--- config.mk ---
export PLATFORM = sky130hd
export DESIGN_NAME = mips_muldiv_unit_flat
export DESIGN_NICKNAME = d
export VERILOG_FILES = /design/src/rtl/mips_muldiv_unit_if.sv /design/src/rtl/mips_muldiv_unit.sv /design/src/flat_wrapper.sv
export SDC_FILE = /design/constraint.sdc
export NUM_CORES = 1
export LEC_CHECK = 0
export BUFFER_PORTS_ARGS = -buffer_cell sky130_fd_sc_hd__buf_2
export CELL_PAD_IN_SITES_DETAIL_PLACEMENT = 1
export CELL_PAD_IN_SITES_GLOBAL_PLACEMENT = 2
export CORE_UTILIZATION = 23
export CTS_CLUSTER_SIZE = 10
export DETAILED_ROUTE_END_ITERATION = 10
export GPL_TIMING_DRIVEN = 0
export PLACE_DENSITY = 0.63
export SYNTH_ARGS = -nofsm -noshare
export SYNTH_HDL_FRONTEND = slang
export SYNTH_SLANG_ARGS = --single-unit
--- constraint.sdc ---
create_clock -name clock -period 8.6 [get_ports clock]
set_clock_uncertainty 0.05 [all_clocks]
set_input_delay 0.86 -clock clock [delete_from_list [all_inputs] [get_ports clock]]
set_output_delay 0.86 -clock clock [all_outputs]
set_load 0.02 [all_outputs]
--- src/rtl/mips_muldiv_unit_if.sv ---
// Issue/result bundle between the execute stage and the multiply/divide unit.
// The pipeline side drives the instruction; the unit answers with results and handshake.
interface mips_muldiv_unit_if #(
   parameter int WIDTH = 32
);
   logic             valid;
   logic [5:0]       funct;
   logic [WIDTH-1:0] rs_data;
   logic [WIDTH-1:0] rt_data;
   logic [WIDTH-1:0] rd_data;
   logic             stall;
   logic             busy;
   logic             done;
   logic             div_by_zero;
   logic [WIDTH-1:0] hi_out;
   logic [WIDTH-1:0] lo_out;

   modport master (
      output valid, funct, rs_data, rt_data,
      input  rd_data, stall, busy, done, div_by_zero, hi_out, lo_out
   );

   modport slave (
      input  valid, funct, rs_data, rt_data,
      output rd_data, stall, busy, done, div_by_zero, hi_out, lo_out
   );
endinterface

--- src/rtl/mips_muldiv_unit.sv ---
// Sequential MIPS multiply/divide unit owning HI/LO: shift-add multiply, restoring divide.
// Optional macro MULDIV_EARLY_TERM_EN ends multiply iterations once the multiplier runs out.
module mips_muldiv_unit #(
   parameter int               WIDTH    = 32,
   parameter logic [WIDTH-1:0] HILO_RST = '0
) (
   input logic               clock,
   input logic               reset,
   mips_muldiv_unit_if.slave bus
);

   localparam int CW = $clog2(WIDTH);

   typedef enum logic [1:0] {IDLE, CALC, FIXUP} state_t;

   state_t             state;
   logic [CW-1:0]      cnt;
   logic [2*WIDTH-1:0] acc;      // mult: product; div: {remainder, quotient}
   logic [2*WIDTH-1:0] opa;      // mult: shifting multiplicand; div: divisor
   logic [WIDTH-1:0]   opb;      // mult: shifting multiplier; div: |dividend|
   logic [WIDTH-1:0]   hi;
   logic [WIDTH-1:0]   lo;
   logic               div_op;
   logic               neg_q;
   logic               neg_r;
   logic               dbz;
   logic               done_r;
   logic               dbz_r;

   // ---------------- decode ----------------
   logic             is_md;
   logic             is_mfmt;
   logic             op_signed;
   logic             a_neg;
   logic             b_neg;
   logic [WIDTH-1:0] a_mag;
   logic [WIDTH-1:0] b_mag;
   logic             busy;

   // NOTE: every always_comb output gets a default first so no path leaves it unassigned (no latch).
   always_comb begin
      is_md     = (bus.funct[5:2] == 4'b0110);
      is_mfmt   = (bus.funct[5:2] == 4'b0100);
      op_signed = ~bus.funct[0];
      a_neg     = op_signed & bus.rs_data[WIDTH-1];
      b_neg     = op_signed & bus.rt_data[WIDTH-1];
      a_mag     = a_neg ? -bus.rs_data : bus.rs_data;
      b_mag     = b_neg ? -bus.rt_data : bus.rt_data;
   end

   assign busy = (state != IDLE);

   // ---------------- iteration datapath ----------------
   logic [2*WIDTH-1:0] mul_acc;
   logic [WIDTH:0]     shifted;
   logic [WIDTH:0]     diff;
   logic               q_bit;
   logic [2*WIDTH-1:0] div_acc;
   logic               calc_last;

   always_comb begin
      mul_acc = opb[0] ? acc + opa : acc;
      shifted = acc[2*WIDTH-1:WIDTH-1];
      diff    = shifted - {1'b0, opa[WIDTH-1:0]};
      q_bit   = ~diff[WIDTH];
      div_acc = {(q_bit ? diff[WIDTH-1:0] : shifted[WIDTH-1:0]), acc[WIDTH-2:0], q_bit};
`ifdef MULDIV_EARLY_TERM_EN
      // Stop once no set multiplier bits remain above the one consumed this edge.
      calc_last = (cnt == '0) || (!div_op && (opb[WIDTH-1:1] == '0));
`else
      calc_last = (cnt == '0);
`endif
   end

   // ---------------- sign correction ----------------
   logic [WIDTH-1:0]   fix_hi;
   logic [WIDTH-1:0]   fix_lo;
   logic [2*WIDTH-1:0] prod;

   always_comb begin
      prod = neg_q ? -acc : acc;
      if (dbz) begin
         // Divide by zero hands back the dividend untouched and an all-ones quotient.
         fix_lo = '1;
         fix_hi = neg_r ? -opb : opb;
      end else if (div_op) begin
         fix_lo = neg_q ? -acc[WIDTH-1:0] : acc[WIDTH-1:0];
         fix_hi = neg_r ? -acc[2*WIDTH-1:WIDTH] : acc[2*WIDTH-1:WIDTH];
      end else begin
         fix_hi = prod[2*WIDTH-1:WIDTH];
         fix_lo = prod[WIDTH-1:0];
      end
   end

   // ---------------- FSM and architectural state ----------------
   // NOTE: sequential state uses non-blocking assignments only, so every register samples pre-edge values.
   always_ff @(posedge clock or posedge reset) begin
      if (reset) begin
         state  <= IDLE;
         cnt    <= '0;
         acc    <= '0;
         opa    <= '0;
         opb    <= '0;
         hi     <= HILO_RST;
         lo     <= HILO_RST;
         div_op <= 1'b0;
         neg_q  <= 1'b0;
         neg_r  <= 1'b0;
         dbz    <= 1'b0;
         done_r <= 1'b0;
         dbz_r  <= 1'b0;
      end else begin
         done_r <= 1'b0;
         case (state)
            IDLE: begin
               if (bus.valid && is_md) begin
                  state  <= CALC;
                  cnt    <= CW'(WIDTH - 1);
                  div_op <= bus.funct[1];
                  neg_q  <= a_neg ^ b_neg;
                  neg_r  <= a_neg;
                  dbz    <= bus.funct[1] && (bus.rt_data == '0);
                  if (bus.funct[1]) begin
                     acc <= {{WIDTH{1'b0}}, a_mag};
                     opa <= {{WIDTH{1'b0}}, b_mag};
                     opb <= a_mag;
                  end else begin
                     acc <= '0;
                     opa <= {{WIDTH{1'b0}}, a_mag};
                     opb <= b_mag;
                  end
               end else if (bus.valid && is_mfmt && bus.funct[0]) begin
                  if (bus.funct[1]) lo <= bus.rs_data;
                  else              hi <= bus.rs_data;
               end
            end
            CALC: begin
               cnt <= cnt - 1'b1;
               if (div_op) begin
                  acc <= div_acc;
               end else begin
                  acc <= mul_acc;
                  opa <= opa << 1;
                  opb <= opb >> 1;
               end
               if (calc_last) state <= FIXUP;
            end
            FIXUP: begin
               hi     <= fix_hi;
               lo     <= fix_lo;
               done_r <= 1'b1;
               dbz_r  <= dbz;
               state  <= IDLE;
            end
            default: state <= IDLE;
         endcase
      end
   end

   // ---------------- outputs ----------------
   logic [WIDTH-1:0] rd_mux;

   always_comb begin
      rd_mux = '0;
      if (!busy && is_mfmt && !bus.funct[0]) rd_mux = bus.funct[1] ? lo : hi;
   end

   assign bus.rd_data     = rd_mux;
   assign bus.stall       = bus.valid & busy & (is_md | is_mfmt);
   assign bus.busy        = busy;
   assign bus.done        = done_r;
   assign bus.div_by_zero = dbz_r;
   assign bus.hi_out      = hi;
   assign bus.lo_out      = lo;

endmodule

--- src/flat_wrapper.sv ---
// flat-port wrapper written by rule: the top's interface ports become plain ports
module mips_muldiv_unit_flat 
#(
   parameter int               WIDTH    = 32,
   parameter logic [WIDTH-1:0] HILO_RST = '0
)
  (clock, reset, bus_valid, bus_funct, bus_rs_data, bus_rt_data, bus_rd_data, bus_stall, bus_busy, bus_done, bus_div_by_zero, bus_hi_out, bus_lo_out);
  mips_muldiv_unit_if #(.WIDTH(WIDTH)) bus_i ();
  input logic clock;
  input logic reset;
  input wire logic [$bits(bus_i.valid)-1:0] bus_valid;
  input wire logic [$bits(bus_i.funct)-1:0] bus_funct;
  input wire logic [$bits(bus_i.rs_data)-1:0] bus_rs_data;
  input wire logic [$bits(bus_i.rt_data)-1:0] bus_rt_data;
  output wire logic [$bits(bus_i.rd_data)-1:0] bus_rd_data;
  output wire logic [$bits(bus_i.stall)-1:0] bus_stall;
  output wire logic [$bits(bus_i.busy)-1:0] bus_busy;
  output wire logic [$bits(bus_i.done)-1:0] bus_done;
  output wire logic [$bits(bus_i.div_by_zero)-1:0] bus_div_by_zero;
  output wire logic [$bits(bus_i.hi_out)-1:0] bus_hi_out;
  output wire logic [$bits(bus_i.lo_out)-1:0] bus_lo_out;
  assign bus_i.valid = bus_valid;
  assign bus_i.funct = bus_funct;
  assign bus_i.rs_data = bus_rs_data;
  assign bus_i.rt_data = bus_rt_data;
  assign bus_rd_data = bus_i.rd_data;
  assign bus_stall = bus_i.stall;
  assign bus_busy = bus_i.busy;
  assign bus_done = bus_i.done;
  assign bus_div_by_zero = bus_i.div_by_zero;
  assign bus_hi_out = bus_i.hi_out;
  assign bus_lo_out = bus_i.lo_out;
  mips_muldiv_unit #(.WIDTH(WIDTH), .HILO_RST(HILO_RST)) u_core (.clock(clock), .reset(reset), .bus(bus_i));
endmodule
Word-level counts from Yosys, hierarchy flattened
Cells that the tools add are included.
{"block": "classes", "addsub": 9, "n_mul": 0, "div": 0, "order_cmp": 0, "eq_ne": 12, "shifts": 0, "n_mux": 40, "n_bitwise": 8, "n_reduce_logical": 21}
{"cell": "32-bit two-way mux", "count": 23}
{"cell": "64-bit two-way mux", "count": 6}
{"cell": "64-bit one-hot mux with 2 select lines", "count": 2}
{"cell": "32-bit one-hot mux with 2 select lines", "count": 3}
{"cell": "32-bit negation", "count": 5}
{"cell": "64-bit adder", "count": 1}
{"cell": "64-bit negation", "count": 1}
{"cell": "33-bit by 32-bit subtractor with 33-bit output", "count": 1}
{"cell": "32-bit logical NOT", "count": 1}
{"cell": "5-bit one-hot mux with 2 select lines", "count": 1}
{"cell": "4-bit by 3-bit == test with 1-bit output, second input constant", "count": 2}
{"cell": "2-bit inequality test, second input constant", "count": 4}
{"cell": "4-bit AND reduction", "count": 2}
{"cell": "1-bit logical AND", "count": 6}
{"cell": "2-bit by 1-bit inequality test with 1-bit output, second input constant", "count": 3}
{"cell": "2-bit AND reduction", "count": 3}
{"cell": "3-bit AND reduction", "count": 2}
{"cell": "2-bit nonzero test", "count": 3}
{"cell": "5-bit logical NOT", "count": 1}
{"cell": "5-bit two-way mux", "count": 1}
{"cell": "5-bit by 1-bit subtractor with 5-bit output, second input constant", "count": 1}
{"cell": "1-bit AND", "count": 4}
{"cell": "2-bit two-way mux", "count": 2}
{"cell": "2-bit one-hot mux with 2 select lines", "count": 1}
{"cell": "other kinds (9)", "count": 11}
{"block": "totals", "ff_bits": 237, "latch_bits": 0, "mem_bits_rw": 0, "romBits": 0, "in_bits": 73, "out_inout_bits": 100, "n_memories": 0}

Depth between registers and ports, before layout
Gate-level depths: netlist of run 1.
{"block": "depth", "ltp_word": 6, "ltp_mapped": 16, "mapped_depth_nobuf": 15}

Worst setup path before layout of run 1
No wires, ideal clock.
{"block": "synth_path", "path_type": "reg-to-reg", "startpoint": "register u_core.acc[31]", "endpoint": "register u_core.acc[58]", "setup_ps": 133, "arrival_time_ps": 3382, "required_time_ps": 8417, "setup_slack_ps": 5034, "stages_incl_launch_ff": 16, "path_buffers": 1, "period_less_slack_ps": 3566, "path_cell_list": "dfrtp_1 inv_1 ha_1 fa_1 nor2b_1 o31a_1 a41oi_1 a21boi_0 o211ai_1 a2111oi_0 o211ai_1 nand3b_1 buf_2 mux2_2 a22oi_1 o21ai_0"}
{"block": "synth_between", "elab_chain_len": 4}
{"item": "start: declaration", "line": "mips_muldiv_unit.sv:18", "source": "logic [2*WIDTH-1:0] acc;"}
{"item": "start signal: assignment", "line": "mips_muldiv_unit.sv:124", "source": "acc <= {{WIDTH{1'b0}}, a_mag};"}
{"item": "start signal: assignment", "line": "mips_muldiv_unit.sv:140", "source": "acc <= div_acc;"}
{"item": "start signal: assignment", "line": "mips_muldiv_unit.sv:142", "source": "acc <= mul_acc;"}
{"item": "64-bit adder or 33-bit by 32-bit subtractor with 33-bit output (tied branches)", "line": "mips_muldiv_unit.sv:62, mips_muldiv_unit.sv:64"}
{"item": "64-bit two-way mux or 32-bit two-way mux (tied branches)", "line": "mips_muldiv_unit.sv:62, mips_muldiv_unit.sv:66"}
{"item": "64-bit two-way mux *", "line": "mips_muldiv_unit.sv:139", "source": "if (div_op) begin"}
{"item": "64-bit one-hot mux with 2 select lines *", "line": "mips_muldiv_unit.sv:114", "source": "case (state)"}
Every way passes the cells marked *; elsewhere a longest branch is shown, timed or not. The select of a mux whose other input is x is not followed.
A chain may end at the register's enable or synchronous reset.

Worst setup path in the final report of run 1
{"block": "layout_path", "startpoint": "register u_core.acc[0]", "endpoint": "register u_core.acc[60]"}
{"block": "layout_between", "elab_chain_len": 4}
{"item": "64-bit adder", "line": "mips_muldiv_unit.sv:62", "source": "mul_acc = opb[0] ? acc + opa : acc;"}
{"item": "64-bit two-way mux", "line": "mips_muldiv_unit.sv:62"}
{"item": "64-bit two-way mux", "line": "mips_muldiv_unit.sv:139"}
{"item": "64-bit one-hot mux with 2 select lines", "line": "mips_muldiv_unit.sv:114"}
No other way between the ends. The select of a mux whose other input is x is not followed.

==> results of run 1 <==
## power by group
part	internal [mW]	total, mW	switching, mW
clock	0.754	1.32	0.567
combinational	2.27	6.43	4.15
sequential	1.61	2.41	0.798
total	4.64	10.2	5.52
## metal layers
metal	GRT usage, %	wire, microns
met1	31.4	49200
met2	38.7	49200
met3	2.68	4920
met4	7.46	3920
met5	0	9
## cell usage in the layout (no fill, tap or decap), types with 14 or more instances in the layout
cell       synthesis  final
a211oi_1          61     61
a21o_1            49     49
a21oi_1          236    236
a221oi_1          16     16
a22oi_1           21     21
a31oi_1           40     40
and2_1            26     26
and3_1            15     15
buf_1             22     22
buf_2              6    175
clkbuf_1         138    144
clkbuf_16          0     31
dfrtp_1          237    237
ha_1             102    102
inv_1             75     74
mux2i_1           66     66
nand2_1          345    345
nand2b_1          32     32
nand3_1           78     78
nand4_1           15     15
nor2_1           258    258
nor2b_1           17     17
nor3_1            38     38
nor4_1            22     22
o211ai_1          24     24
o21a_1            15     15
o21ai_0          236    236
o21bai_1          21     21
o221ai_1          23     23
o22ai_1           38     38
o31ai_1           36     36
o41ai_1           16     15
or3_1             14     14
xnor2_1          134    134
xor2_1           102    102
## sequential cells by signal, indices dropped and copies added, names as in the netlist
name	flops
u_core.dbz	1
u_core.acc	64
u_core.div_op	1
u_core.cnt	5
u_core.bus.lo_out	32
u_core.bus.done	1
u_core.neg_q	1
u_core.bus.div_by_zero	1
u_core.neg_r	1
u_core.bus.hi_out	32
u_core.opa	64
u_core.state	2
u_core.opb	32
## worst paths after layout
check                                     startpoint                               end  depth (start not counted)
max                        u_core.acc[0]$_DFFE_PP0P_        u_core.acc[60]$_DFFE_PP0P_                         14
min                                            reset  u_core.bus.hi_out[4]$_DFFE_PP0P_                          2
max reg2reg                u_core.acc[0]$_DFFE_PP0P_        u_core.acc[60]$_DFFE_PP0P_                         14
min reg2reg                u_core.cnt[4]$_DFFE_PP0P_         u_core.cnt[4]$_DFFE_PP0P_                          1
max in group asynchronous                      reset        u_core.opa[56]$_DFFE_PP0P_                          4
min in group clock         u_core.cnt[4]$_DFFE_PP0P_         u_core.cnt[4]$_DFFE_PP0P_                          1
## through the flow
stage / power [mW] / setup WS, ns / utilization [%] / instance area (sq um) / setup TNS [ns]
6_report: 10.2 / 3.40 / 27.0 / 23900 / 0
3_3_place_gp: 8.59 / -2.42 / 25.8 / 22800 / -560.75
3_5_place_dp: 8.73 / 3.48 / 25.9 / 22900 / 0
5_1_grt: 10.9 / 3.23 / 27.0 / 23900 / 0
2_1_floorplan: 6.37 / 1.19 / - / 20500 / 0
4_1_cts: 10.1 / 3.44 / 27.0 / 23900 / 0
## cell families after synthesis
kind of cell / count (synthesis) / share of synthesized area [%]
fa+ha+maj: 104 / 6.41
buf+inv: 242 / 4.46
xor+xnor: 236 / 10.1
compound gates: 879 / 26.5
flops: 237 / 28.9
mux: 71 / 3.49
simple gates: 909 / 20.1
## final cells by class
cell class | instances | share of cell area [%]
diodes | 2 | 0.0210
well taps | 1165 | 6.10
multi-input cells | 2199 | 57.3
flip-flops and latches | 237 | 24.8
plain buffers | 166 | 2.64
repair buffers | 171 | 3.77
inverters | 76 | 1.23
clock inverters | 7 | 0.325
clock buffers | 45 | 3.80
==> out/qor.csv, run 1 <==
stage,metric,value,unit
synth,most frequent cells after synthesis,"nand2_1 (345), nor2_1 (258), dfrtp_1 (237)",
route,drt pass-1 iters,8,
finish,area of the multi-input gates,0.0137,sq mm
synth,post-synthesis cell area,0.0205,sq mm
route,via count,21700,
sta,Final min period,5.20,ns
die,num ports,173,
placed_design,Placed Cells incl. Taps,4014,
sta,unrepaired setup endpoints after global routing,no,
setup_path,"CP delay by family, top",compound AO/OA/AOI/OAI gates,
synth,Yosys cell types,75,
sta,highest clock rate,0.192,GHz
global_routing,vias in the first global route,22500,
global_routing,GR Overflow Total,0,
clocking,post-CTS setup buffers,0,
clocking,"Clk pin slew, worst setup/hold paths",0.06,ns
synth,Synth warnings,0,
route,drt via density,5.34,
sta,Worst Tran Pin Value,1.27,ns
die,Initial Utilization,23.2,%
clocking,root buf cell,clkbuf_16,
finish,share of cells above drive strength 1,8.76,%
clocking,Sink Count,237,
sta,relative slew slack,15.5,%
die,die width,301,microns
synth,Async SR Flop Fraction,100,%
run,max_cap viols,0,
route,Final ANT Viol Nets,0,
finish,Fill cells,10800,
die,core footprint,0.0884,sq mm
pwr,"IR drop worst, VDD",223,uV
pwr,leakage power,10.2,nW
sta,fin crit share,60.5,%
placed_design,port bufs,169,
clocking,H-tree Lvls,1,
setup_path,crit path DAT,5.64,ns
setup_path,Critical Path Sink Type,flip-flop,
synth,leading area contributor after synthesis,dfrtp_1,
outcome,outcome,completed,
synth,Synth Area per Inst,7.66,sq um
worst_hold_path,hold crit path type,primary input to asynchronous set/reset pin,
clocking,Clock Tree Buf Depth,3,
clocking,CTS tree,yes,
sta,Hold WS,0.207,ns
finish,Reg area,0.00593,sq mm
finish,Nets,3059,
sta,"Setup violations, final",0,
die,die area,0.0904,sq mm
setup_path,Worst Path Buf+Inv,0,
synth,Post-synth EDFFs,0,
finish,Post-Layout Cell Count,4068,
synth,register area share after synthesis,28.9,%
synth,top-area cell type share of the netlist area,28.9,%
global_routing,initial antenna violation count,5,
route,Detailed Route Iter0 Violations,1474,
global_routing,largest net degree at the start of global routing,98,
synth,main area contributors after synthesis,"dfrtp_1 (29%), nand2_1 (6.3%), ha_1 (6.2%), a21oi_1 (5.8%), o21ai_0 (5.8%)",
setup_path,worst-path cell chain,ha_1 -> fa_1 -> a21oi_1 -> nor2_1 -> o41ai_1 -> a21boi_0 -> o21a_1 -> o21ai_0 -> and2_1 -> o41ai_1 -> o31ai_1 -> mux2i_1 -> a21oi_1 -> a211o_1,
clocking,Num CTS Buffers,31,
clocking,clk_lat worst skew,0.63,ns
setup_path,crit path kind,flip-flop to flip-flop,
clocking,CTS Hold Buffers Added,0,
global_routing,total track usage,23.3,%
setup_path,Max stage delay on crit path,0.72,ns
clocking,PostCTS Resize Cnt,0,
die,Site Rows,109,
setup_path,CP Data Required Time,9.04,ns
setup_path,startpoint types,flip-flop,
setup_path,crit path max fanout,6,
placed_design,RePlAce Congestion,0.939,
setup_path,flop-to-flop setup slack,3.40,ns
sta,Final Slew Violations,0,
pwr,pwr dens,425,mW/mm^2
die,Die Ht,301,microns
synth,"count leader, synth",nand2_1,
sta,final count of hold timing violations,0,
synth,ys flop type,dfrtp_1,
route,average wire per standard cell,26.4,microns
placed_design,HPWL after detailed placement,89.2,mm
finish,Area Overhead vs Synth,16.4,%
synth,net count after synthesis,2855,
route,post-detailed-routing wire length,107,mm
setup_path,slowest CP cell,o41ai_1,
synth,synthesized instance count,2678,
global_routing,first-pass GRT wire length,156,mm
synth,number of synthesized register bits,237,
route,DRC Markers,0,
(Power assumes the default switching activity.)
==> inputs of run 2 (changes only) <==
--- a/config.mk
+++ b/config.mk
@@ -12,7 +12,7 @@
 export CTS_CLUSTER_SIZE = 10
 export DETAILED_ROUTE_END_ITERATION = 10
 export GPL_TIMING_DRIVEN = 0
-export PLACE_DENSITY = 0.63
+export PLACE_DENSITY = 0.65
 export SYNTH_ARGS = -nofsm -noshare
 export SYNTH_HDL_FRONTEND = slang
 export SYNTH_SLANG_ARGS = --single-unit
==> constraint.sdc (replaced) <==
create_clock -name clock -period 4.4 [get_ports clock]
set_clock_uncertainty 0.05 [all_clocks]
set_input_delay 0.44 -clock clock [delete_from_list [all_inputs] [get_ports clock]]
set_output_delay 0.44 -clock clock [all_outputs]
set_load 0.02 [all_outputs]
==> out/qor.csv, run 2 (synthesis results as in run 1) <==
stage,metric,value,unit,change
setup_path,Critical Path Sink Type,flip-flop,,
sta,relative slew slack,23.0,%,+7.5 points
route,drt via density,5.38,,+0.81%
global_routing,routing usage on met2,38.5,%,-0.14 points
die,die width,301,microns,unchanged
global_routing,vias in the first global route,22700,,+1.0%
finish,Nets,3064,,+0.16%
route,drt pass-1 iters,5,,-3
finish,share of cells above drive strength 1,9.72,%,+0.96 points
setup_path,worst-path cell chain,or4_4 -> or3_4 -> or4_4 -> or2_4 -> or4_4 -> nand2_2 -> o21ai_0 -> xnor2_1 -> o211ai_1 -> o21ai_0 -> o21ai_0,,
pwr,leakage power,10.2,nW,+0.57%
setup_path,CP endpoint,u_core.bus.hi_out[3]$_DFFE_PP0P_,,
route,average wire per standard cell,26.7,microns,+1.2%
finish,Area Overhead vs Synth,17.4,%,
die,Die Ht,301,microns,unchanged
die,Site Rows,109,,unchanged
clocking,CTS tree,yes,,
clocking,"Clk pin slew, worst setup/hold paths",0.06,ns,about the same
global_routing,initial antenna violation count,7,,+2
setup_path,slowest CP cell,xnor2_1,,
sta,Final WS setup,0.00282,ns,-3.39 ns
global_routing,largest net degree at the start of global routing,40,,-59%
die,die area,0.0904,sq mm,unchanged
pwr,pwr dens,833,mW/mm^2,+96%
worst_hold_path,hold crit path type,primary input to flip-flop,,
clocking,H-tree Lvls,1,,unchanged
setup_path,WP depth,11,,-3
finish,number of antenna diodes,0,,-2
placed_design,Placed Cells incl. Taps,4018,,+0.10%
global_routing,met1 Usage GRT,32.0,%,+0.54 points
pwr,final total power,20.1,mW,+98%
setup_path,Crit. Startpoint,u_core.acc[14]$_DFFE_PP0P_,,
sta,final count of hold timing violations,0,,unchanged
sta,Final Slew Violations,0,,unchanged
setup_path,worst reg-to-reg path cell count,11,,-3
finish,"most common cell after layout, fill and taps aside",nand2_1,,
sta,highest clock rate,0.227,GHz,+18%
global_routing,met3 usage,2.29,%,-0.40 points
finish,"commonest non-fill, non-tap cells in the layout","nand2_1 (345), nor2_1 (258), a21oi_1 (235), dfrtp_1 (234), o21ai_0 (233)",,
run,max_cap viols,0,,unchanged
finish,biggest regs,"u_core.acc (64), u_core.opa (64)",,
die,core footprint,0.0884,sq mm,unchanged
route,via count,21900,,+0.78%
die,Initial Utilization,23.2,%,unchanged
global_routing,busiest grt layer,met2,,
setup_path,crit path max fanout,8,,+2
setup_path,Worst Path Buf+Inv,0,,unchanged
setup_path,Reg2Reg Capture Point,u_core.bus.hi_out[3]$_DFFE_PP0P_,,
placed_design,HPWL after detailed placement,90.4,mm,+1.3%
placed_design,pre-CTS setup slack,-0.918,ns,-4.40 ns
sta,Worst Tran Pin Value,1.15,ns,-0.113 ns
sta,Final min period,4.40,ns,-0.805 ns
sta,unrepaired setup endpoints after global routing,no,,
sta,Hold WS,0.0562,ns,-0.151 ns
global_routing,total track usage,23.5,%,+0.18 points
placed_design,Post-Place Cell Area,0.0230,sq mm,+0.27%
route,Final ANT Viol Nets,0,,unchanged
setup_path,Max stage delay on crit path,0.61,ns,-0.11 ns
finish,fin area,0.0241,sq mm,+0.89%
finish,Finished Core Util,27.3,%,+0.24 points
setup_path,"CP delay by family, top",simple AND/OR/NAND/NOR gates,,
setup_path,Crit Reg-Reg Startpoint,u_core.acc[14]$_DFFE_PP0P_,,
clocking,clk_lat worst skew,0.65,ns,+0.02 ns
sta,"Setup violations, final",0,,unchanged
setup_path,crit path DAT,4.84,ns,-0.80 ns
placed_design,port bufs,169,,unchanged
worst_hold_path,hold path start,bus_rs_data[21],,
clocking,Sink Count,237,,unchanged
route,DRC Markers,0,,unchanged
global_routing,first-pass GRT wire length,157,mm,+0.51%
outcome,outcome,completed,,
setup_path,startpoint types,flip-flop,,
setup_path,crit path kind,flip-flop to flip-flop,,
route,Detailed Route Iter0 Violations,1496,,+1.5%
sta,final setup TNS,0,ns,unchanged
setup_path,flop-to-flop setup slack,0.003,ns,-3.39 ns
global_routing,GR Overflow Total,0,,unchanged
route,post-detailed-routing wire length,109,mm,+1.2%
clocking,Clock Tree Buf Depth,3,,unchanged
sta,fin crit share,99.9,%,+39 points
finish,Post-Layout Cell Count,4067,,-0.025%
clocking,Num CTS Buffers,31,,unchanged
setup_path,CP Data Required Time,4.85,ns,-4.19 ns
pwr,"IR drop worst, VDD",346,uV,+55%
placed_design,RePlAce Congestion,0.967,,+3.0%
clocking,root buf cell,clkbuf_16,,
die,num ports,173,,unchanged
## run 2: cell types whose count changed in the layout (fill, tap and decap cells not counted), sizes merged
cell / before / now
buf: 199 / 206
clkbuf: 183 / 177
diode: 2 / 0
dlygate4sd3: 0 / 1
inv: 76 / 75
## run 2: worst min path at each step
| stage | slack [ns] | endpoint | depth (start not counted) |
|---|---|---|---|
| 2_1_floorplan | 0.40 | u_core.cnt[4]$_DFFE_PP0P_ | 1 |
| 3_3_place_gp | 0.42 | u_core.cnt[4]$_DFFE_PP0P_ | 1 |
| 3_5_place_dp | 0.44 | u_core.opa[57]$_DFFE_PP0P_ | 2 |
| 4_1_cts | 0.03 | u_core.bus.hi_out[21]$_DFFE_PP0P_ | 3 |
| 5_1_grt | 0.08 | u_core.bus.hi_out[21]$_DFFE_PP0P_ | 3 |
| 6_report | 0.06 | u_core.bus.hi_out[21]$_DFFE_PP0P_ | 3 |
## run 2: metal layers
metal  vias up  share of wire, %
li1      10100                 -
met1     11000                46
met2       668                46
met3       163               4.9
met4         0               3.9
met5         -                 0
## run 2: where the power goes
part,total [mW],internal [mW],switching (mW)
Clock,2.50,1.40,1.10
Combinational,12.8,4.57,8.24
Sequential,4.76,3.15,1.61
## run 2: final cells by class
type / instances / area (sq um)
fill: 10800 / 64300
multi-input combinational: 2199 / 13900
sequential: 237 / 5930
tap: 1165 / 1460
timing repair buffer: 179 / 998
clock buffer: 42 / 857
buffer: 163 / 639
inverter: 76 / 289
clock inverter: 6 / 70.1
## run 2: worst min-delay path: cells and delay by family
kind,cells,cell delay [ns]
buffers and inverters,1,0.14
AO/OA/AOI/OAI,2,0.14
## run 2: repair_timing
item / CTS / global route
resized for setup: 25 / 19
hold buffers: 1 / 0
pin swaps: 4 / 4
hold endpoints to repair: 30 / 0
buffers inserted: 2 / 1
setup endpoints to repair: 40 / 28
==> inputs of run 3 (changes only) <==
--- a/config.mk
+++ b/config.mk
@@ -13,6 +13,7 @@
 export DETAILED_ROUTE_END_ITERATION = 10
 export GPL_TIMING_DRIVEN = 0
 export PLACE_DENSITY = 0.65
+export RECOVER_POWER = 50
 export SYNTH_ARGS = -nofsm -noshare
 export SYNTH_HDL_FRONTEND = slang
 export SYNTH_SLANG_ARGS = --single-unit
==> out/qor.csv, run 3 (synthesis results as in run 1) <==
stage,metric,value,unit,change
route,average wire per standard cell,26.7,microns,about the same
clocking,Num CTS Buffers,31,,unchanged
die,die width,301,microns,unchanged
pwr,"IR drop worst, VDD",344,uV,-0.54%
outcome,outcome,"complete, but fails checks",,
sta,final count of hold timing violations,0,,unchanged
run,max_cap viols,2,,+2
finish,fin area,0.0240,sq mm,-0.49%
sta,unrepaired setup endpoints after global routing,no,,
placed_design,port bufs,169,,unchanged
finish,Reg area,0.00593,sq mm,unchanged
sta,Final Slew Violations,75,,+75
setup_path,crit path DAT,4.84,ns,about the same
finish,Fill cells,10800,,+0.21%
sta,Worst Tran Pin Value,2.34,ns,+1.19 ns
route,post-detailed-routing wire length,109,mm,about the same
finish,area of the multi-input gates,0.0139,sq mm,unchanged
finish,number of antenna diodes,0,,unchanged
finish,share of cells above drive strength 1,7.34,%,-2.4 points
route,DRC Markers,0,,unchanged
clocking,Sink Count,237,,unchanged
pwr,pwr dens,835,mW/mm^2,+0.24%
clocking,Clock Tree Buf Depth,3,,unchanged
sta,Final min period,4.40,ns,-0.000377 ns
route,drt pass-1 iters,5,,unchanged
die,Initial Utilization,23.2,%,unchanged
sta,highest clock rate,0.227,GHz,about the same
placed_design,Post-Place Cell Area,0.0230,sq mm,unchanged
die,core footprint,0.0884,sq mm,unchanged
placed_design,RePlAce Congestion,0.967,,unchanged
route,via count,21900,,+0.059%
pwr,leakage power,10.0,nW,-2.0%
sta,relative slew slack,-56.3,%,-79 points
global_routing,GR Overflow Total,0,,unchanged
route,Final ANT Viol Nets,0,,unchanged
clocking,"Clk pin slew, worst setup/hold paths",0.07,ns,about the same
sta,final setup TNS,0,ns,unchanged
clocking,root buf cell,clkbuf_16,,
setup_path,Critical Path Sink Type,flip-flop,,
route,Detailed Route Iter0 Violations,1458,,-2.5%
setup_path,CP Data Required Time,4.84,ns,about the same
global_routing,total track usage,23.5,%,unchanged
worst_hold_path,hold crit path type,primary input to flip-flop,,
placed_design,HPWL after detailed placement,90.4,mm,unchanged
die,Die Ht,301,microns,unchanged
finish,Area Overhead vs Synth,16.9,%,
clocking,H-tree Lvls,1,,unchanged
finish,Nets,3064,,unchanged
die,Site Rows,109,,unchanged
setup_path,crit path kind,flip-flop to flip-flop,,
global_routing,largest net degree at the start of global routing,40,,unchanged
route,drt via density,5.38,,about the same
global_routing,first-pass GRT wire length,157,mm,unchanged
sta,"Setup violations, final",0,,unchanged
sta,fin crit share,99.9,%,about the same
clocking,clk_lat worst skew,0.65,ns,about the same
finish,biggest regs,"u_core.acc (64), u_core.opa (64)",,
global_routing,initial antenna violation count,7,,unchanged
die,die area,0.0904,sq mm,unchanged
global_routing,vias in the first global route,22700,,unchanged
setup_path,startpoint types,flip-flop,,
finish,"commonest non-fill, non-tap cells in the layout","nand2_1 (345), nor2_1 (258), a21oi_1 (235), dfrtp_1 (234), o21ai_0 (233)",,
finish,"most common cell after layout, fill and taps aside",nand2_1,,
outcome,failing checks,"capacitance limit, slew limit",,
setup_path,crit path max fanout,8,,unchanged
clocking,CTS tree,yes,,
die,num ports,173,,unchanged
[run 3: cell types whose count changed in the layout (fill, tap and decap cells not counted)]
cell / change
clkbuf_1: +69
clkinvlp_2: +1
clkinvlp_4: -1
buf_12: -2
buf_2: -67
[run 3: path summary, 6_finish.rpt]
check                                                 from                                 to  slack [ns]  cells past startpoint
min in group asynchronous                            reset   u_core.bus.hi_out[1]$_DFFE_PP0P_        0.63                      3
worst min-delay path                       bus_rs_data[21]  u_core.bus.hi_out[21]$_DFFE_PP0P_        0.05                      3
max in group asynchronous                            reset         u_core.opa[57]$_DFFE_PP0P_        0.60                      7
worst max-delay path            u_core.acc[14]$_DFFE_PP0P_   u_core.bus.hi_out[3]$_DFFE_PP0P_       0.003                     11
worst max register to register  u_core.acc[14]$_DFFE_PP0P_   u_core.bus.hi_out[3]$_DFFE_PP0P_       0.003                     11
worst min register to register   u_core.cnt[4]$_DFFE_PP0P_          u_core.cnt[4]$_DFFE_PP0P_        0.45                      1
[run 3: timing repair]
action	in CTS	in global routing
setup endpoints to repair	40	28
gates resized for setup	25	19
setup buffers	2	1
pin swaps	4	4
hold buffers	1	0
hold endpoints to repair	30	0
[run 3: area by class of cell]
| class | count | share of cell area [%] |
|---|---|---|
| buffer | 163 | 2.67 |
| clock buffer | 42 | 3.57 |
| clock inverter | 6 | 0.292 |
| inverter | 76 | 1.19 |
| multi-input combinational | 2199 | 57.8 |
| sequential | 237 | 24.7 |
| tap | 1165 | 6.08 |
| timing repair buffer | 179 | 3.68 |
[run 3: layer usage]
| metal | GRT usage [%] | share of wire (%) | routed length, microns |
|---|---|---|---|
| met1 | 32.0 | 46 | 49600 |
| met2 | 38.5 | 46 | 49400 |
| met5 | 0 | 0 | 0 |
| met4 | 8.38 | 3.9 | 4200 |
| met3 | 2.29 | 4.9 | 5330 |
[run 3: through the flow]
stage          hold slack, ns  total power [mW]  cells  setup slack [ns]  utilization (%)
5_1_grt                0.0819              21.4   4067           0.00522             27.1
3_3_place_gp            0.420              16.9   4012             -1.11             25.8
6_report               0.0506              20.0   4067           0.00319             27.1
4_1_cts                0.0279              19.9   4069            0.0432             27.2
2_1_floorplan           0.397              12.4   2678             0.804                -
3_5_place_dp            0.445              17.1   4018            -0.918             26.0
[run 3: report_power, final]
group	total [mW]	internal, mW	switching (mW)
logic	12.7	4.50	8.25
clock network	2.50	1.40	1.11
registers	4.77	3.15	1.62
total	20.0	9.04	11.0
[run 3: critical path: stages, from the launching register on]
cell and delay [ns]:
dfrtp_1 0.50, or4_4 0.58, or3_4 0.37, or4_4 0.50
or2_4 0.29, or4_4 0.50, nand2_2 0.26, o21ai_0 0.17
xnor2_1 0.59, o211ai_1 0.18, o21ai_0 0.15, o21ai_0 0.11
